`src/rtl/pong_pkg.sv`:
```
// pong_pkg: shared playfield, ball and paddle constants plus the ball FSM
// state type for the pong codebase.
package pong_pkg;

    localparam logic [8:0]  PONG_BALL_SIZE        = 9'd4;
    localparam logic [8:0]  PONG_SCREEN_WIDTH     = 9'd320;
    localparam logic [8:0]  PONG_SCREEN_HEIGHT    = 9'd240;
    localparam logic [8:0]  PONG_PADDLE_HEIGHT    = 9'd48;
    localparam logic [8:0]  PONG_LEFT_COLLISION   = 9'd10;
    localparam logic [8:0]  PONG_RIGHT_COLLISION  = 9'd310;
    localparam logic [31:0] PONG_FRAME_RATE_COUNT = 32'd9999999;

    typedef enum logic [1:0] {
        IDLE,
        PUBLISH,
        WAIT_TICK,
        UPDATE
    } ball_state_t;

endpackage

```
`src/rtl/frame_tick_counter.sv`:
```
// frame_tick_counter: free-running 0..FRAME_RATE_COUNT counter that raises
// tick for the single cycle spent at the terminal value.
//   clock - system clock (rising edge)
//   reset - synchronous, active-low
//   tick  - one-cycle movement strobe
module frame_tick_counter
    import pong_pkg::*;
#(
    parameter logic [31:0] FRAME_RATE_COUNT = PONG_FRAME_RATE_COUNT
) (
    input  logic clock,
    input  logic reset,
    output logic tick
);

    logic [31:0] count;

    always_ff @(posedge clock) begin
        if (!reset) begin
            count <= '0;
        end else if (count == FRAME_RATE_COUNT) begin
            count <= '0;
        end else begin
            count <= count + 32'd1;
        end
    end

    assign tick = (count == FRAME_RATE_COUNT);

endmodule

```
`src/rtl/ball_processor.sv`:
```
// ball_processor: moves the pong ball one pixel per movement tick, bounces it
// off walls and paddles, detects misses and hands each new position to the
// screen drawer through a valid/ready handshake.
//   clock, reset               - system clock, synchronous active-low reset
//   enable                     - game running
//   paddle_left_y/right_y      - paddle top y, sampled only in UPDATE
//   m_ready / m_valid          - position handshake with the drawer
//   ball_x, ball_y             - ball top-left corner
//   left_point, right_point    - one-cycle score pulses
module ball_processor
    import pong_pkg::*;
#(
    parameter logic [8:0]  BALL_SIZE        = PONG_BALL_SIZE,
    parameter logic [8:0]  SCREEN_WIDTH     = PONG_SCREEN_WIDTH,
    parameter logic [8:0]  SCREEN_HEIGHT    = PONG_SCREEN_HEIGHT,
    parameter logic [8:0]  PADDLE_HEIGHT    = PONG_PADDLE_HEIGHT,
    parameter logic [8:0]  LEFT_COLLISION   = PONG_LEFT_COLLISION,
    parameter logic [8:0]  RIGHT_COLLISION  = PONG_RIGHT_COLLISION,
    parameter logic [31:0] FRAME_RATE_COUNT = PONG_FRAME_RATE_COUNT
) (
    input  logic       clock,
    input  logic       reset,
    input  logic       enable,
    input  logic [8:0] paddle_left_y,
    input  logic [8:0] paddle_right_y,
    input  logic       m_ready,
    output logic       m_valid,
    output logic [8:0] ball_x,
    output logic [8:0] ball_y,
    output logic       left_point,
    output logic       right_point
);

    localparam logic [8:0] CENTRE_X = SCREEN_WIDTH / 9'd2 - BALL_SIZE / 9'd2;
    localparam logic [8:0] CENTRE_Y = SCREEN_HEIGHT / 9'd2 - BALL_SIZE / 9'd2;

    ball_state_t state, next_state;
    logic        tick;
    logic        dx, dy;

    logic [8:0]  upd_x, upd_y;
    logic        upd_dx, upd_dy, upd_lp, upd_rp;
    logic [9:0]  y_bot, x_right, pl_bot, pr_bot;
    logic        left_overlap, right_overlap;

    frame_tick_counter #(
        .FRAME_RATE_COUNT(FRAME_RATE_COUNT)
    ) u_tick (
        .clock(clock),
        .reset(reset),
        .tick (tick)
    );

    always_ff @(posedge clock) begin
        if (!reset) begin
            state <= IDLE;
        end else begin
            state <= next_state;
        end
    end

    always_comb begin
        next_state = state;
        case (state)
            IDLE:      if (enable) next_state = PUBLISH;
            PUBLISH:   if (m_ready) next_state = WAIT_TICK;
            WAIT_TICK: begin
                if (!enable)   next_state = IDLE;
                else if (tick) next_state = UPDATE;
            end
            UPDATE:    next_state = PUBLISH;
            default:   next_state = IDLE;
        endcase
    end

    assign m_valid = (state == PUBLISH);

    // Overlap sums are widened to 10 bits so a paddle near the bottom edge
    // cannot wrap and fake a hit.
    always_comb begin
        y_bot         = {1'b0, ball_y} + {1'b0, BALL_SIZE};
        x_right       = {1'b0, ball_x} + {1'b0, BALL_SIZE};
        pl_bot        = {1'b0, paddle_left_y} + {1'b0, PADDLE_HEIGHT};
        pr_bot        = {1'b0, paddle_right_y} + {1'b0, PADDLE_HEIGHT};
        left_overlap  = (y_bot > {1'b0, paddle_left_y}) && ({1'b0, ball_y} < pl_bot);
        right_overlap = (y_bot > {1'b0, paddle_right_y}) && ({1'b0, ball_y} < pr_bot);

        upd_lp = 1'b0;
        upd_rp = 1'b0;
        upd_dx = dx;
        upd_dy = dy;
        upd_x  = ball_x;

        if (dy && y_bot == {1'b0, SCREEN_HEIGHT}) begin
            upd_dy = 1'b0;
            upd_y  = ball_y - 9'd1;
        end else if (!dy && ball_y == '0) begin
            upd_dy = 1'b1;
            upd_y  = ball_y + 9'd1;
        end else begin
            upd_y  = dy ? ball_y + 9'd1 : ball_y - 9'd1;
        end

        // A miss recentres both axes and overrides the vertical result;
        // dy is left as it was before this update.
        if (!dx && ball_x == LEFT_COLLISION && left_overlap) begin
            upd_dx = 1'b1;
            upd_x  = ball_x + 9'd1;
        end else if (dx && x_right == {1'b0, RIGHT_COLLISION} && right_overlap) begin
            upd_dx = 1'b0;
            upd_x  = ball_x - 9'd1;
        end else if (!dx && ball_x == '0) begin
            upd_rp = 1'b1;
            upd_dx = 1'b0;
            upd_dy = dy;
            upd_x  = CENTRE_X;
            upd_y  = CENTRE_Y;
        end else if (dx && x_right == {1'b0, SCREEN_WIDTH}) begin
            upd_lp = 1'b1;
            upd_dx = 1'b1;
            upd_dy = dy;
            upd_x  = CENTRE_X;
            upd_y  = CENTRE_Y;
        end else begin
            upd_x  = dx ? ball_x + 9'd1 : ball_x - 9'd1;
        end
    end

    // Point pulses are set by UPDATE and cleared every other cycle, so they
    // coincide with the first PUBLISH cycle only.
    always_ff @(posedge clock) begin
        if (!reset) begin
            ball_x      <= CENTRE_X;
            ball_y      <= CENTRE_Y;
            dx          <= 1'b1;
            dy          <= 1'b1;
            left_point  <= 1'b0;
            right_point <= 1'b0;
        end else begin
            left_point  <= 1'b0;
            right_point <= 1'b0;
            case (state)
                IDLE: begin
                    ball_x <= CENTRE_X;
                    ball_y <= CENTRE_Y;
                end
                UPDATE: begin
                    ball_x      <= upd_x;
                    ball_y      <= upd_y;
                    dx          <= upd_dx;
                    dy          <= upd_dy;
                    left_point  <= upd_lp;
                    right_point <= upd_rp;
                end
                default: ;
            endcase
        end
    end

endmodule

```
`config.mk`:
```
export PLATFORM = sky130hd
export DESIGN_NAME = ball_processor
export DESIGN_NICKNAME = d
export VERILOG_FILES = /design/src/rtl/pong_pkg.sv /design/src/rtl/frame_tick_counter.sv /design/src/rtl/ball_processor.sv
export SDC_FILE = /design/constraint.sdc
export NUM_CORES = 1
export LEC_CHECK = 0
export ABC_AREA = 1
export CAP_MARGIN = 0
export CORE_ASPECT_RATIO = 2
export CORE_MARGIN = 3
export CORE_UTILIZATION = 26
export DETAILED_ROUTE_END_ITERATION = 7
export GPL_TIMING_DRIVEN = 0
export PLACE_DENSITY_LB_ADDON = 0.3
export SYNTH_ARGS = -nofsm -noshare
export SYNTH_HDL_FRONTEND = slang
export SYNTH_SLANG_ARGS = --single-unit
```
`constraint.sdc`:
```
create_clock -name clock -period 2.33 [get_ports clock]
set_input_delay 0.699 -clock clock [delete_from_list [all_inputs] [get_ports clock]]
set_output_delay 0.699 -clock clock [all_outputs]
set_load 0.02 [all_outputs]
```
==> results of run 1 <==
==> cells in the mapped netlist (all sizes together) (2+ instances only) <==
| cell type | instances |
|---|---|
| a21oi | 44 |
| and3 | 2 |
| buf | 10 |
| clkbuf | 6 |
| dfxtp | 56 |
| ha | 48 |
| inv | 136 |
| nand2 | 218 |
| nand3 | 72 |
| nand3b | 2 |
| nand4 | 25 |
| nor2 | 106 |
| nor3 | 32 |
| nor3b | 4 |
| nor4 | 7 |
| o2111ai | 2 |
| o211ai | 5 |
| o21a | 3 |
| o21ai | 29 |
| o21bai | 2 |
| or2 | 8 |
| xnor2 | 6 |
| xor2 | 26 |
==> power groups by stage <==
stage	clock network, mW	registers [mW]	logic [mW]
2_1_floorplan	0	1.36	1.80
3_3_place_gp	0	1.37	2.72
3_5_place_dp	0	1.37	2.73
4_1_cts	0.793	1.30	3.14
5_1_grt	0.817	1.33	3.91
6_report	0.761	1.31	3.55
==> state kept, by name, indices dropped and copies added, names as in the netlist <==
register / count
dy: 1
dx: 1
right_point: 1
ball_y: 9
left_point: 1
u_tick.count: 32
ball_x: 9
state: 2
==> how the worst min path moves through the flow <==
stage / start / endpoint / slack [ns] / cells past startpoint
finish: u_tick.count[27] / u_tick.count[27] / 0.47 / 2
global route: u_tick.count[27] / u_tick.count[27] / 0.48 / 2
CTS: u_tick.count[27] / u_tick.count[27] / 0.47 / 2
detailed placement: u_tick.count[27] / u_tick.count[27] / 0.46 / 2
global placement: u_tick.count[27] / u_tick.count[27] / 0.45 / 2
floorplan: u_tick.count[0] / u_tick.count[0] / 0.44 / 1
==> stage by stage <==
stage                     power (mW)  cells   TNS, ns
after floorplan                 3.17    857  -0.00344
after global placement          4.09   1165     -5.14
after detailed placement        4.10   1165     -5.34
after CTS                       5.23   1188    -0.121
after global routing            6.06   1202    -0.474
final                           5.62   1202   -0.0269
==> cell families (layout without fill, tap and decap cells) <==
logic type                 Yosys count  count (layout)  share of synthesized area [%]
and+or+nand+nor                    477             477                           42.4
buffers and inverters              153             232                           11.0
AOI/OAI and AO/OA                   91              91                           9.37
DFF                                 56              56                           20.8
adders and majority gates           48              48                           11.1
xor gates and xnor gates            32              32                           5.33
==> final cells by class <==
cell class	instances	area share [%]
Timing Repair Buffer	72	8.87
Buffer	15	1.22
Clock buffer	7	1.85
Inverter	137	7.51
Sequential cell	56	16.0
Tap cell	266	4.64
Clock inverter	1	0.0697
Multi-Input combinational cell	648	59.9
==> layer usage <==
metal	GRT usage [%]	vias up
li1	-	2919
met1	14.0	2659
met2	35.0	140
met3	2.09	72
met4	9.81	0
met5	0	-
==> worst register-to-register path: stages, from the launching register on <==
cell and delay, ns:
sky130_fd_sc_hd__dfxtp_4 0.37, sky130_fd_sc_hd__nand2_4 0.06, sky130_fd_sc_hd__inv_4 0.06, sky130_fd_sc_hd__nand2_4 0.07, sky130_fd_sc_hd__nor2_4 0.15, sky130_fd_sc_hd__nand3_4 0.08
sky130_fd_sc_hd__nand2_4 0.12, sky130_fd_sc_hd__inv_6 0.05, sky130_fd_sc_hd__ha_4 0.29, sky130_fd_sc_hd__nand3_4 0.10, sky130_fd_sc_hd__nor2_4 0.15, sky130_fd_sc_hd__nand2_2 0.07
sky130_fd_sc_hd__nand3_2 0.09, sky130_fd_sc_hd__nor2_4 0.06, sky130_fd_sc_hd__nor2_4 0.12, sky130_fd_sc_hd__nand3_4 0.10, sky130_fd_sc_hd__nand3_2 0.08, sky130_fd_sc_hd__nand2_1 0.05
sky130_fd_sc_hd__nand2_1 0.06, sky130_fd_sc_hd__nand3_1 0.08
==> what timing repair did <==
action                     4_1_cts  5_1_grt
hold buffers                     0        0
buffers inserted                15       15
setup endpoints to repair       14       17
pin swaps                       30       57
resized for setup               86       98
hold endpoints to repair         0        0
==> impl_metrics.py, run 1 <==
metrics = {
    "route": {
        "m1WireLength_um": 5950,
        "highest-signal-layer": "met4",
        "routed-wl-met2_um": 11100,
        "avgRoutedWirePerCell_um": 15.8,
        "detail-route-antenna-nets": 0,
        "route.final.wire_length_um": 19000,
        "met3_wirelength_um": 593,
        "drcViolationCount": 0,
        "vias": 5790,
        "drtIter0Drc": 211,
        "vias_per_cell": 4.82,
        "detailedRoute.firstPassIterationCount": 7,
    },
    "critical_path": {
        "startpoint_type": "flip-flop",
        "worst_setup_endpoint": "dx",
        "cpMostUsedCell": "sky130_fd_sc_hd__nor2_4",
        "critical-path-slowest-cell": "sky130_fd_sc_hd__dfxtp_4",
        "cell_chain_critical_path": "nand2_4 -> inv_4 -> nand2_4 -> nor2_4 -> nand3_4 -> nand2_4 -> inv_6 -> ha_4 -> nand3_4 -> nor2_4 -> nand2_2 -> nand3_2 -> nor2_4 -> nor2_4 -> nand3_4 -> nand3_2 -> nand2_1 -> nand2_1 -> nand3_1",
        "critical_path.max_fanout": 3,
        "crit_path_max_incr_delay_ns": 0.37,
        "ff2ff_path_depth": 19,
        "timing.critical_path.max_delay_family": "simple AND/OR/NAND/NOR gates",
        "reg2reg_setup_slack_ns": -0.03,
        "cp_data_required_time_ns": 2.50,
        "criticalPathCategory": "reg -> reg",
        "crit_buf_inv": 2,
        "cp-startpoint": "ball_y[4]",
        "cp.arrival_ns": 2.53,
        "end_kind": "flip-flop",
        "regToRegStartpoint": "ball_y[4]",
        "number_of_gates_on_the_worst_path_with_buffers_counted": 19,
        "timing.rr.end": "dx",
    },
    "global_route": {
        "via_count_of_the_first_global_routing_pass": 5971,
        "antenna_found_initial": 0,
        "grt_max_degree": 17,
        "grt_first_pass_wirelength_um": 29500,
        "global_route.overflow_total": 0,
        "gr-usage-all-layers_pct": 16.7,
    },
    "clock_network": {
        "cts_num_sinks": 56,
        "clock_buffer_count_from_cts": 5,
        "clk_latency_ns": 0.30,
        "clock_tree.buffer_depth": 2,
        "clkSlewWorstSetupHoldPaths_ns": 0.08,
        "clock-root-buffer": "sky130_fd_sc_hd__clkbuf_16",
        "tritoncts": "yes",
        "cts-htree-levels": 2,
    },
    "yosys": {
        "cell_type_contributing_the_most_total_cell_area_after_synthesis": "sky130_fd_sc_hd__dfxtp_1",
        "synth_edf_count": 0,
        "synth_seq_area_share_pct": 20.8,
        "synth_seq_cells": 56,
        "syn_inst": 857,
        "yosys_warnings": 0,
        "synth.lib_cells_used.distinct": 49,
        "post_synth_instance_area_sq_um": 5400,
        "post_synth.cell_area_avg_sq_um": 6.30,
        "synth_async_sr_flop_share_pct": 0,
        "synth_top_area_share_pct": 20.8,
        "synth_top_cells_by_area": "sky130_fd_sc_hd__dfxtp_1, sky130_fd_sc_hd__nand2_1, sky130_fd_sc_hd__ha_1",
        "flip_flop_cell_with_the_highest_count_after_synthesis": "sky130_fd_sc_hd__dfxtp_1",
        "synth.net_count": 927,
    },
    "status": {
        "outcome": "finished with violations",
        "violations": "negative setup slack",
    },
    "floorplan": {
        "design.die.area_sq_um": 22600,
        "die-height_um": 210,
        "ioPinCount": 43,
        "dieWidth_um": 108,
        "core.rowCount": 74,
        "coreArea_sq_um": 20500,
        "initial_utilization_pct": 26.4,
    },
    "sta": {
        "min_period_ns": 2.36,
        "setup_viol": 1,
        "finalMaxSlewViolations": 0,
        "final.hold.worst_slack_ns": 0.466,
        "hold_viol": 0,
        "fmaxAchievable_mhz": 424,
        "max_slew_margin_pct": 58.5,
        "clock_skew_ns": 0.0109,
        "timing.final.crit_share_pct": 101,
        "final_critical_path_setup_slack_ns": -0.0269,
        "worstMarginPinSlew_ns": 0.617,
        "rsz0062_at_grt": "true",
    },
    "power": {
        "power-per-cell-area_nw_per_um2": 783,
        "power.combinational.fraction_pct": 63.1,
        "share_clk_of_total_power_pct": 13.5,
        "vdd.ir_drop.worst_mv": 0.498,
        "internal-power_mw": 2.89,
        "leakage_nw": 3.03,
        "power_frac_seq_pct": 23.3,
        "power.switching_fraction_pct": 48.6,
        "total_switching_power_mw": 2.73,
    },
    "layout": {
        "fillerInstances": 2237,
        "layout.cell_area.non_filler_sq_um": 7180,
        "fin_util_pct": 35.1,
        "mostFrequentLayoutCells": "sky130_fd_sc_hd__nand2_1, sky130_fd_sc_hd__inv_1, sky130_fd_sc_hd__nor2_1, sky130_fd_sc_hd__nand3_1, sky130_fd_sc_hd__dfxtp_1",
        "syn_to_final_growth_pct": 33.0,
        "multi_input_logic_area_sq_um": 4300,
        "antenna_cells_inserted": 0,
        "drive_above_1_share_pct": 25.1,
        "leading_cell_type_in_the_layout_fill_and_taps_excluded": "sky130_fd_sc_hd__nand2_1",
        "sequential_cell_area_sq_um": 1150,
        "design.final.nets": 1005,
    },
    "placed_design": {
        "dp_hpwl_um": 15200,
        "detailed_place.area_sq_um": 6170,
        "portBuffers": 42,
        "place_ws_ns": -0.830,
        "finalWeightedCongestion": 0.889,
    },
    "min_path": {
        "holdCritPathClass": "reg -> reg",
    },
    "job": {
        "cap_viol_max_count": 0,
    },
}
Note: power is estimated with default switching activity, not from simulation.
==> inputs of run 2 (changes only) <==
--- a/config.mk
+++ b/config.mk
@@ -8,7 +8,6 @@
 export ABC_AREA = 1
 export CAP_MARGIN = 0
 export CORE_ASPECT_RATIO = 2
-export CORE_MARGIN = 3
 export CORE_UTILIZATION = 26
 export DETAILED_ROUTE_END_ITERATION = 7
 export GPL_TIMING_DRIVEN = 0
==> impl_metrics.py, run 2 (synthesis gave the netlist of run 1 again) <==
metrics = {
    "status": {
        "outcome": "finished clean",
    },
    "layout": {
        "syn_to_final_growth_pct": 33.6,
        "leading_cell_type_in_the_layout_fill_and_taps_excluded": "sky130_fd_sc_hd__nand2_1",
        "mostFrequentLayoutCells": "sky130_fd_sc_hd__nand2_1, sky130_fd_sc_hd__inv_1, sky130_fd_sc_hd__nor2_1, sky130_fd_sc_hd__nand3_1, sky130_fd_sc_hd__dfxtp_1",
        "antenna_cells_inserted": 0,
        "multi_input_logic_area_sq_um": 4300,
        "sequential_cell_area_sq_um": 1150,
        "fillerInstances": 2215,
        "design.final.nets": 1007,
        "drive_above_1_share_pct": 25.7,
        "fin_util_pct": 35.4,
        "register_bank_with_the_most_flops": "u_tick.count",
        "largest_register_ff_count": 32,
        "leading_registers_by_flop_count": "u_tick.count (32), ball_x (9), ball_y (9)",
    },
    "sta": {
        "final.hold.worst_slack_ns": 0.468,
        "finalMaxSlewViolations": 0,
        "setup_viol": 0,
        "rsz0062_at_grt": "true",
        "clock_skew_ns": 0.00751,
        "max_slew_margin_pct": 54.1,
        "min_period_ns": 2.30,
        "hold_viol": 0,
        "fmaxAchievable_mhz": 435,
        "worstMarginPinSlew_ns": 0.683,
        "final_critical_path_setup_slack_ns": 0.0330,
        "timing.final.crit_share_pct": 98.6,
        "finalSetupTns_ns": 0,
    },
    "global_route": {
        "gr-usage-all-layers_pct": 17.8,
        "global_route.overflow_total": 0,
        "grt_first_pass_wirelength_um": 29500,
        "via_count_of_the_first_global_routing_pass": 5916,
        "grt_max_degree": 16,
        "antenna_found_initial": 0,
    },
    "clock_network": {
        "cts_num_sinks": 56,
        "tritoncts": "yes",
        "clock_tree.buffer_depth": 2,
        "clock_buffer_count_from_cts": 5,
        "clock-root-buffer": "sky130_fd_sc_hd__clkbuf_16",
        "clk_latency_ns": 0.29,
        "clkSlewWorstSetupHoldPaths_ns": 0.07,
        "cts-htree-levels": 2,
    },
    "power": {
        "total_switching_power_mw": 2.71,
        "internal-power_mw": 2.88,
        "power-per-cell-area_nw_per_um2": 775,
        "leakage_nw": 3.05,
        "power_frac_seq_pct": 23.6,
        "vdd.ir_drop.worst_mv": 0.384,
        "share_clk_of_total_power_pct": 13.8,
        "power.combinational.fraction_pct": 62.7,
        "power.switching_fraction_pct": 48.5,
    },
    "min_path": {
        "holdCritPathClass": "reg -> reg",
    },
    "critical_path": {
        "critical_path.max_fanout": 3,
        "critical-path-slowest-cell": "sky130_fd_sc_hd__dfxtp_4",
        "crit_path_max_incr_delay_ns": 0.37,
        "cp_data_required_time_ns": 2.52,
        "cpMostUsedCell": "sky130_fd_sc_hd__nand2_1",
        "cp.arrival_ns": 2.49,
        "startpoint_type": "flip-flop",
        "cell_chain_critical_path": "nand2_4 -> inv_4 -> nand2_4 -> nor2_4 -> nand2_1 -> nand2_1 -> nand2_2 -> inv_4 -> ha_4 -> buf_4 -> a21oi_4 -> nand3_2 -> nor2_4 -> nor2_4 -> nand3_1 -> nand2_1 -> inv_1 -> nand2_2 -> nand2_1 -> nand2_1",
        "end_kind": "flip-flop",
        "criticalPathCategory": "reg -> reg",
    },
    "placed_design": {
        "place_ws_ns": -0.808,
        "dp_hpwl_um": 15200,
        "portBuffers": 42,
        "finalWeightedCongestion": 0.862,
    },
    "route": {
        "drtIter0Drc": 175,
        "detailedRoute.firstPassIterationCount": 6,
        "detail-route-antenna-nets": 0,
        "vias_per_cell": 4.77,
        "drcViolationCount": 0,
        "vias": 5742,
        "avgRoutedWirePerCell_um": 15.7,
        "route.final.wire_length_um": 18900,
    },
    "floorplan": {
        "ioPinCount": 43,
        "die-height_um": 206,
        "coreArea_sq_um": 20400,
        "design.die.area_sq_um": 21400,
        "dieWidth_um": 104,
        "core.rowCount": 74,
        "initial_utilization_pct": 26.5,
    },
    "job": {
        "cap_viol_max_count": 0,
    },
}
==> run 2: stage by stage <==
stage / instance area (sq um) / instances / power [mW]
6_report: 7210 / 1204 / 5.59
5_1_grt: 7210 / 1204 / 6.02
4_1_cts: 6820 / 1196 / 5.27
3_5_place_dp: 6170 / 1165 / 4.11
3_3_place_gp: 6170 / 1165 / 4.09
2_1_floorplan: 5420 / 857 / 3.17
==> run 2: critical path, delay by kind of cell (launching register included) <==
kind / cells / cell delay [ns]
fa+ha+maj: 1 / 0.22
simple gates: 14 / 1.11
buf+inv: 4 / 0.38
compound gates: 1 / 0.14
flops: 1 / 0.37
==> run 2: timing repair <==
item | 4_1_cts | 5_1_grt
setup buffers | 23 | 8
resized for setup | 92 | 96
hold buffers | 0 | 0
endpoints found under the setup margin | 14 | 21
pin swaps | 27 | 61
==> run 2: power groups by stage <==
stage | combinational [mW] | clock [mW] | sequential, mW
after floorplan | 1.80 | 0 | 1.36
after detailed placement | 2.73 | 0 | 1.37
final | 3.50 | 0.769 | 1.32
after global routing | 3.86 | 0.827 | 1.33
after global placement | 2.72 | 0 | 1.37
after CTS | 3.17 | 0.799 | 1.31
==> run 2: layout make-up <==
class                   instances  area share (%)
repair buffers                 73            9.08
multi-input cells             648            59.6
clock buffers                   8            2.03
well taps                     266            4.62
plain buffers                  16            1.27
flip-flops and latches         56            15.9
inverters                     137            7.46
==> run 2: final timing paths <==
path / start / to / slack [ns] / cells after the start
setup / recovery: ball_y[5] / ball_x[2] / 0.03 / 20
hold / removal: u_tick.count[27] / u_tick.count[27] / 0.47 / 2
setup reg to reg: ball_y[5] / ball_x[2] / 0.03 / 20
hold reg to reg: u_tick.count[27] / u_tick.count[27] / 0.47 / 2
==> run 2: per-layer routing <==
layer	routed length (um)	share of wire [%]	global-route usage [%]	vias to the layer above
li1	-	-	-	2924
met4	1650	8.7	12.4	0
met5	0	0	0	-
met1	5880	31	14.1	2599
met2	10800	57	38.3	142
met3	598	3.2	2.50	77
